`config.mk`:
```
export PLATFORM = sky130hd
export DESIGN_NAME = imem_boot_loader
export DESIGN_NICKNAME = d
export VERILOG_FILES = /design/src/rtl/imem_boot_loader.sv
export SDC_FILE = /design/constraint.sdc
export NUM_CORES = 1
export LEC_CHECK = 0
export ABC_AREA = 0
export CAP_MARGIN = 15
export CORE_MARGIN = 3
export CORE_UTILIZATION = 35
export DETAILED_ROUTE_END_ITERATION = 8
export PLACE_DENSITY = 0.57
export SETUP_SLACK_MARGIN = 0.2
export SYNTH_ARGS = -nofsm -noshare
export SYNTH_HDL_FRONTEND = slang
export SYNTH_SLANG_ARGS = --single-unit
```
`constraint.sdc`:
```
create_clock -name clock -period 10.5 [get_ports clock]
set_clock_uncertainty 0.15 [all_clocks]
set_input_delay 1.575 -clock clock [delete_from_list [all_inputs] [get_ports clock]]
set_output_delay 1.575 -clock clock [all_outputs]
set_load 0.005 [all_outputs]
```
`src/rtl/imem_boot_loader.sv`:
```
// Byte-stream program loader: writes a framed image into instruction memory and releases core reset.
// Optional trailing XOR checksum byte is enabled by defining IMEM_BOOT_CHECKSUM_EN.
module imem_boot_loader #(
    parameter int unsigned ADDR_WIDTH = 8,
    parameter int unsigned DATA_WIDTH = 32
) (
    input  logic                  clock,
    input  logic                  rst,
    input  logic [7:0]            in_data,
    input  logic                  in_valid,
    output logic                  in_ready,
    input  logic                  reload,
    output logic                  imem_we,
    output logic [ADDR_WIDTH-1:0] imem_addr,
    output logic [DATA_WIDTH-1:0] imem_wdata,
    output logic                  core_rstn,
    output logic                  done,
    output logic                  error
);

    // One bit wider than the largest legal word count so the oversize check is exact.
    localparam int unsigned CNT_W = 17;

    typedef enum logic [2:0] {
        S_LEN_LO,
        S_LEN_HI,
        S_DATA,
`ifdef IMEM_BOOT_CHECKSUM_EN
        S_CSUM,
`endif
        S_RUN,
        S_ERR
    } state_t;

    state_t                  state, state_next;
    logic [15:0]             len, len_next;
    logic [1:0]              bcnt, bcnt_next;
    logic [CNT_W-1:0]        widx, widx_next;
    logic [DATA_WIDTH-1:0]   wsr, wsr_next;
    logic                    ready_next, we_next, rstn_next, done_next, error_next;
    logic [ADDR_WIDTH-1:0]   addr_next;
    logic [DATA_WIDTH-1:0]   wdata_next;
    logic [CNT_W-1:0]        hdr_len;
    logic                    accept;
`ifdef IMEM_BOOT_CHECKSUM_EN
    logic [7:0]              xsum, xsum_next;
`endif

    always_ff @(posedge clock or posedge rst) begin
        if (rst) begin
            state      <= S_LEN_LO;
            len        <= '0;
            bcnt       <= '0;
            widx       <= '0;
            wsr        <= '0;
            in_ready   <= 1'b0;
            imem_we    <= 1'b0;
            imem_addr  <= '0;
            imem_wdata <= '0;
            core_rstn  <= 1'b0;
            done       <= 1'b0;
            error      <= 1'b0;
`ifdef IMEM_BOOT_CHECKSUM_EN
            xsum       <= '0;
`endif
        end else begin
            state      <= state_next;
            len        <= len_next;
            bcnt       <= bcnt_next;
            widx       <= widx_next;
            wsr        <= wsr_next;
            in_ready   <= ready_next;
            imem_we    <= we_next;
            imem_addr  <= addr_next;
            imem_wdata <= wdata_next;
            core_rstn  <= rstn_next;
            done       <= done_next;
            error      <= error_next;
`ifdef IMEM_BOOT_CHECKSUM_EN
            xsum       <= xsum_next;
`endif
        end
    end

    always_comb begin
        state_next = state;
        len_next   = len;
        bcnt_next  = bcnt;
        widx_next  = widx;
        wsr_next   = wsr;
        we_next    = 1'b0;
        addr_next  = imem_addr;
        wdata_next = imem_wdata;
        accept     = in_valid && in_ready;
        hdr_len    = {1'b0, in_data, len[7:0]};
`ifdef IMEM_BOOT_CHECKSUM_EN
        xsum_next  = xsum;
        if (accept && state != S_CSUM) begin
            xsum_next = xsum ^ in_data;
        end
`endif

        case (state)
            S_LEN_LO: begin
                if (accept) begin
                    len_next[7:0] = in_data;
                    state_next    = S_LEN_HI;
                end
            end
            S_LEN_HI: begin
                if (accept) begin
                    len_next[15:8] = in_data;
                    if (hdr_len > CNT_W'(2 ** ADDR_WIDTH)) begin
                        state_next = S_ERR;
                    end else if (hdr_len == '0) begin
`ifdef IMEM_BOOT_CHECKSUM_EN
                        state_next = S_CSUM;
`else
                        state_next = S_RUN;
`endif
                    end else begin
                        state_next = S_DATA;
                    end
                end
            end
            S_DATA: begin
                if (accept) begin
                    wsr_next[{bcnt, 3'b000} +: 8] = in_data;
                    bcnt_next = bcnt + 2'd1;
                    if (bcnt == 2'd3) begin
                        we_next    = 1'b1;
                        addr_next  = widx[ADDR_WIDTH-1:0];
                        wdata_next = wsr_next;
                        widx_next  = widx + CNT_W'(1);
                        if (widx_next == CNT_W'(len)) begin
`ifdef IMEM_BOOT_CHECKSUM_EN
                            state_next = S_CSUM;
`else
                            state_next = S_RUN;
`endif
                        end
                    end
                end
            end
`ifdef IMEM_BOOT_CHECKSUM_EN
            S_CSUM: begin
                if (accept) begin
                    state_next = (in_data == xsum) ? S_RUN : S_ERR;
                end
            end
`endif
            S_RUN, S_ERR: begin
                if (reload) begin
                    state_next = S_LEN_LO;
                    len_next   = '0;
                    bcnt_next  = '0;
                    widx_next  = '0;
`ifdef IMEM_BOOT_CHECKSUM_EN
                    xsum_next  = '0;
`endif
                end
            end
            default: state_next = S_LEN_LO;
        endcase

        // Core release waits until the final write strobe has gone out.
        ready_next = (state_next != S_RUN) && (state_next != S_ERR);
        rstn_next  = (state_next == S_RUN) && !we_next;
        done_next  = (state_next == S_RUN) && !we_next;
        error_next = (state_next == S_ERR);
    end

endmodule

```
Word-level counts from Yosys, hierarchy flattened:

Index checks and enable logic that the tools add are counted.

* register bits: 114
* bits of input ports: 12
* output and inout bits: 45
* word-level logic and storage cells: 73

* add/subtract/negate cells: 3
* $lt $le $gt $ge: 1
* equality and inequality tests: 15
* shift-type cells: 2
* mux-type cells: 24
* reduce and logical (&&, ||, !) cells: 16

Operator list (number)
* $mux 17: 3
* $pmux 17 s2: 1
* $bwmux 32: 1
* $pmux 8 s2: 2
* $shift 8x7->32 const A: 1
* $shiftx 8x7->32: 1
* $mux 3: 7
* $add 17x1->17 const B: 1
* $eq 17x16->1: 1
* $gt 16x9->1 const B: 1
* $logic_not 16->1: 1
* $mux 16: 1
* $pmux 3 s4: 1
* $reduce_and 3->1: 4
* $ne 2x2->1 const B: 5
* $eq 3x2->1 const B: 3
* $mux 8: 1
* $neg 5->7: 1
* $eq 3x3->1 const B: 2
* $reduce_bool 2->1: 3
* $mux 1: 4
* $mux 2: 2
* $pmux 2 s2: 1
* $reduce_and 4->1: 1
* 10 further kinds: 12

Longest topological paths before layout:

Gate-level depths: netlist of run 1.

* word-level depth: 8
* depth in mapped cells: 10

Least setup slack after synthesis of run 1:

No wires, ideal clock.

* path type: input -> register
* start point: in in_valid
* end point: reg state[0]
* arrival time: 2.962 ns
* path slack: 7.310 ns
* stages: 9
* path buffers: 0
* cell sequence: nand2_1 -> or3_1 -> or2_1 -> inv_2 -> o2111ai_1 -> nor3_1 -> o2111ai_1 -> nor4_2 -> o21bai_1

* longest elaborated chain between the ends: 3
* elaborated cells between the ends (all ways): 5
* those cells by class: mux: 4; reduce/logical: 1

RTL lines
* start, declared: line 10 `input logic in_valid,`
* $logic_and 1x1->1 *: line 94 `accept = in_valid && in_ready;`
* $mux 3 (on tied branches): line 127, 105, 111
* $pmux 3 s4 *: line 103 `case (state)`
* net state_next[0]: line 35 `state_t state, state_next;`
* end signal, assigned: line 67 `state <= state_next;`
* end, declared: line 35

Mark *: on every way through the listed nets, which the timed path passes. The rest lies on a longest branch.
A chain may end at the register's enable or synchronous reset.

Final worst setup path of run 1:

* start point: in in_valid
* end point: reg widx[3]

* longest elaborated chain between the ends: 3

RTL lines
* $logic_and 1x1->1: line 94
* $ne 2x2->1 (no source line)
* $reduce_and 4->1 (no source line)
* end signal, assigned: line 70 `widx <= widx_next;`
* end, declared: line 38 `logic [CNT_W-1:0] widx, widx_next;`

Every way passes these cells.

==> results of run 1 <==
through the flow:
step / instances / hold WS [ns] / worst slack [ns]
2_1_floorplan: 594 / 0.300 / 5.76
3_3_place_gp: 826 / 0.312 / 6.19
3_5_place_dp: 826 / 0.315 / 6.13
4_1_cts: 858 / 0.329 / 6.56
5_1_grt: 858 / 0.349 / 6.34
6_report: 858 / 0.319 / 6.54
cell type report:
cell class,count,area (sq um)
Timing Repair Buffer,62,606
Multi-Input combinational cell,431,2490
Sequential cell,114,2850
Fill cell,1502,8500
Clock buffer,19,453
Tap cell,211,264
Inverter,8,32.5
Clock inverter,13,173
critical path: stages:
cell and delay (ns):
clkdlybuf4s50_1 0.45, nand2_1 0.15, or3_1 0.36, or2_1 0.21, buf_4 0.23, inv_2 0.08, buf_4 0.63, and2_1 0.23
o21ai_0 0.07, o31ai_1 0.08
registers in the layout, summed over array words and instances (netlist names):
name,count
wsr,32
imem_we,1
len,16
done,1
widx,17
in_ready,1
imem_wdata,32
state,3
bcnt,2
imem_addr,8
error,1
logic make-up (layout without fill, tap and decap cells):
group / Yosys count / in the layout / synth area share [%]
simple gates: 223 / 223 / 19.7
compound gates: 178 / 178 / 19.9
xor+xnor: 21 / 21 / 3.31
buf+inv: 49 / 102 / 3.87
mux: 2 / 2 / 0.383
fa+ha+maj: 7 / 7 / 1.58
flops: 114 / 114 / 51.3
layer usage:
metal	track usage (%)	part of all wire, %	vias up	routed length (microns)
li1	-	-	2165	-
met1	22.3	48	2156	6650
met2	24.8	46	119	6300
met3	4.27	4.3	17	588
met4	5.13	1.4	0	187
met5	0	0	-	0
synth_stat cells (2+ instances only):
cell type	n	share of area [%]
nor3_1	8	0.72
a2111oi_0	2	0.32
a21oi_1	71	6.4
a31oi_1	3	0.34
nand4_1	3	0.34
o31ai_1	7	0.95
a22o_1	33	5.2
clkbuf_1	20	1.4
xnor2_1	13	2.0
nor2_1	57	3.8
dfrtp_1	114	51
nand3_1	6	0.54
and3_1	5	0.56
nand2b_1	3	0.34
nor4_1	4	0.45
inv_1	7	0.47
nand2_1	79	5.3
buf_2	16	1.4
and2_1	8	0.90
o21ai_0	46	4.1
nor3b_1	3	0.41
xor2_1	8	1.3
o2111ai_1	5	0.79
ha_1	7	1.6
buf_1	3	0.20
nor2b_1	34	3.8
nor3_4	2	0.59
power by group:
group | switching, uW | internal [uW]
logic | 145 | 86.1
clock network | 219 | 389
registers | 47.6 | 479
total | 411 | 954
worst paths after layout:
path | startpoint | to | slack, ns | cells after the start
hold / removal | imem_addr[1] | imem_addr[1] | 0.32 | 2
hold reg to reg | imem_addr[1] | imem_addr[1] | 0.32 | 2
setup / recovery | in_valid | widx[3] | 6.54 | 10
max in group asynchronous | rst | wsr[17] | 7.44 | 3
min in group asynchronous | rst | imem_wdata[16] | 1.36 | 2
setup reg to reg | widx[0] | in_ready | 7.44 | 8
==> flow_summary.json, run 1 <==
{
  "status": "finished, final reports clean",
  "cts_hold_buf": 0,
  "tritoncts": "done",
  "path_clk_slew_ns": 0.05,
  "crit_arrival_ns": 4.12,
  "post-route-period-util_pct": 37.7,
  "slew_headroom_pct": 25.9,
  "ant_nets": 0,
  "area_growth_pct": 23.6,
  "mostFrequentLayoutCell": "dfrtp_1",
  "core_area_sq_um": 15400,
  "placed_cell_area_sq_um": 6250,
  "dr.pass1.iters": 5,
  "critical_path.max_fanout": 83,
  "die_y_microns": 132,
  "fin_util_pct": 44.7,
  "final_design_area_no_fill_sq_um": 6870,
  "cap_violations": 0,
  "drv_slew": 0,
  "cp-end-kind": "register",
  "worst_pin_slew_ns": 1.11,
  "p_per_area_nw_per_um2": 199,
  "grt_max_degree": 84,
  "initial_core_util_pct": 36.2,
  "finalSetupTns_ns": 0,
  "dieArea_sq_um": 17400,
  "grt_overflow": 0,
  "synth-seq-area-share_pct": 51.3,
  "dp_hpwl_microns": 8970,
  "post_cts_buffers": 0,
  "worst_ir_drop_vdd_uv": 128,
  "port_buffers": 56,
  "final_cell_mix": "114 x dfrtp_1, 79 x nand2_1, 71 x a21oi_1, 57 x nor2_1, 56 x clkdlybuf4s50_1",
  "htree_levels": 4,
  "synth_area_sq_um": 5560,
  "max_freq_mhz": 253,
  "grt_pass1_wl_microns": 22500,
  "die_w_microns": 132,
  "syn_avg_cell_area_sq_um": 9.36,
  "rows": 45,
  "insertion_delay_ns": 0.42,
  "ys_warn_count": 0,
  "cts-buffers-inserted": 17,
  "drtIter0Drc": 277,
  "cp-start-kind": "input port",
  "synthArstFlopShare_pct": 100,
  "grt_pass1_vias": 4339,
  "finalWirelength_microns": 13700,
  "final_layout_size_suffix_gt1_share_pct": 7.88,
  "ioPinCount": 57,
  "clock_sinks": 114,
  "antenna_found_initial": 0,
  "synthCells": 594,
  "synth-edff-count": 0,
  "worstPathRequired_ns": 10.67,
  "antennaDiodeCount": 0,
  "cts-root-buf": "clkbuf_16",
  "gp_congestion": 0.853,
  "via_per_inst": 5.19,
  "min_period_ns": 3.96,
  "cts_resized": 0,
  "clock_path_buffers": 2,
  "finalNetCount": 653,
  "synth_cell_types": 54,
  "hold_path_class": "register to register",
  "power_uw": 1370,
  "ys_ff_latch": 114,
  "setup_violations": 0,
  "grt_setup_unrepaired": "false",
  "p_leak_uw": 0.00304,
  "crit_type": "input port to register",
  "synthesis.nets": 613,
  "vias": 4457,
  "hold_viol_final": 0,
  "track_usage_pct": 16.1,
  "ys.flop_type": "dfrtp_1",
  "wl_per_cell_microns": 16.0,
  "drc": 0
}
Note: power is estimated with default switching activity, not from simulation.
==> inputs of run 2 (changes only) <==
==> constraint.sdc (replaced) <==
create_clock -name clock -period 3.9 [get_ports clock]
set_clock_uncertainty 0.15 [all_clocks]
set_input_delay 0.585 -clock clock [delete_from_list [all_inputs] [get_ports clock]]
set_output_delay 0.585 -clock clock [all_outputs]
set_load 0.005 [all_outputs]
==> flow_summary.json, run 2 (same netlist as run 1, synthesis figures left out) <==
{
  "status": "finished, final reports clean",
  "area_growth_pct": 25.3,
  "cp_num_buf_inv": 0,
  "cp-end-kind": "register",
  "p_per_area_nw_per_um2": 536,
  "slowest_stage": "dfrtp_1",
  "post-route-period-util_pct": 75.7,
  "tritoncts": "done",
  "worstPathRequired_ns": 4.08,
  "cp_top_family": "simple AND/OR/NAND/NOR gates",
  "clock_path_buffers": 2,
  "die_y_microns": 132,
  "hold_viol_final": 0,
  "mostFrequentLayoutCell": "dfrtp_1",
  "slew_headroom_pct": 44.1,
  "die_w_microns": 132,
  "crit_arrival_ns": 3.14,
  "ant_nets": 0,
  "final_cell_mix": "114 x dfrtp_1, 79 x nand2_1, 71 x a21oi_1, 57 x nor2_1, 56 x clkdlybuf4s50_1",
  "cap_violations": 0,
  "vias": 4542,
  "dieArea_sq_um": 17400,
  "p_leak_uw": 0.00311,
  "clock_sinks": 114,
  "drtIter0Drc": 360,
  "dr.pass1.iters": 5,
  "max_stage_delay_ns": 0.52,
  "worst_pin_slew_ns": 0.837,
  "multi_input_area_sq_um": 2490,
  "grt_pass1_vias": 4579,
  "port_buffers": 56,
  "post_cts_buffers": 0,
  "regArea_sq_um": 2850,
  "hold_path_class": "register to register",
  "cp-start-kind": "register",
  "setup_violations": 0,
  "cp_cell_sequence": "ha_1 -> nand4_1 -> nor3_4 -> and3_1 -> xnor2_1 -> o2111ai_1 -> nor4_2 -> o21bai_1",
  "grt_max_degree": 84,
  "whs_ns": 0.320,
  "finalSetupTns_ns": 0,
  "cts_resized": 0,
  "crit_type": "register to register",
  "n_fill_cell": 1458,
  "finalWirelength_microns": 13900,
  "final_layout_size_suffix_gt1_share_pct": 8.81,
  "ioPinCount": 57,
  "grt_setup_unrepaired": "false",
  "finalNetCount": 664,
  "antenna_found_initial": 0,
  "cts-root-buf": "clkbuf_16",
  "drv_slew": 0,
  "wl_per_cell_microns": 16.0,
  "via_per_inst": 5.23,
  "critical_path.max_fanout": 10,
  "drc": 0,
  "grt_overflow": 0,
  "core_area_sq_um": 15400,
  "reg.largest.list": "imem_wdata: 32 flops, wsr: 32 flops, widx: 17 flops",
  "rows": 45,
  "antennaDiodeCount": 0,
  "cts-buffers-inserted": 17,
  "gp_congestion": 0.853,
  "htree_levels": 4,
  "max_freq_mhz": 339,
  "path_clk_slew_ns": 0.05,
  "worst_ir_drop_vdd_uv": 311,
  "cts_hold_buf": 0,
  "insertion_delay_ns": 0.41,
  "grt_pass1_wl_microns": 23700,
  "min_period_ns": 2.95,
  "track_usage_pct": 16.6,
  "initial_core_util_pct": 36.2,
  "dp_hpwl_microns": 9180
}
==> run 2: cell count changes in the layout (fill, tap and decap cells not counted), sizes merged <==
cell and change:
clkinvlp -1, clkinv +2, inv -5, buf +11, bufinv +2, clkbuf +2
==> run 2: area by class of cell <==
cell class / count / share of cell area, %
sequential: 114 / 40.9
multi-input combinational: 431 / 35.8
timing repair buffer: 73 / 10.1
clock buffer: 21 / 6.32
tap: 211 / 3.79
clock inverter: 11 / 2.66
inverter: 8 / 0.485
==> run 2: metrics by stage <==
stage / area (sq um) / total power, uW / instances / util [%] / setup WS [ns]
5_1_grt: 6970 / 3930 / 869 / 45.3 / 0.691
3_3_place_gp: 6340 / 2080 / 837 / 41.3 / 0.813
2_1_floorplan: 5560 / 1870 / 594 / - / 1.56
4_1_cts: 6970 / 3770 / 869 / 45.3 / 0.947
3_5_place_dp: 6340 / 2090 / 837 / 41.3 / 0.767
6_report: 6970 / 3740 / 869 / 45.3 / 0.946
==> run 2: worst min-delay path, delay by kind of cell (launching register included) <==
kind	cells	cell delay, ns
simple gates	2	0.10
flops	1	0.34
==> run 2: power by group <==
group / switching, uW / internal (uW)
Sequential: 129 / 1290
Clock: 536 / 1130
Combinational: 394 / 260
==> run 2: path summary, 6_finish.rpt <==
path,slack (ns),end,depth (start not counted),startpoint
max in group asynchronous,2.20,imem_wdata[4],3,rst
min in group asynchronous,0.51,imem_wdata[20],2,rst
min,0.32,imem_addr[0],2,imem_addr[0]
min reg2reg,0.32,imem_addr[0],2,imem_addr[0]
max reg2reg,0.95,state[0],8,widx[0]
max,0.95,state[0],8,widx[0]
==> run 2: routing by layer <==
layer	routed length [microns]	up-vias	GRT usage, %
met4	91	0	4.55
met3	636	8	4.39
met5	0	-	0
met1	6860	2243	23.8
li1	-	2174	-
met2	6310	117	24.9
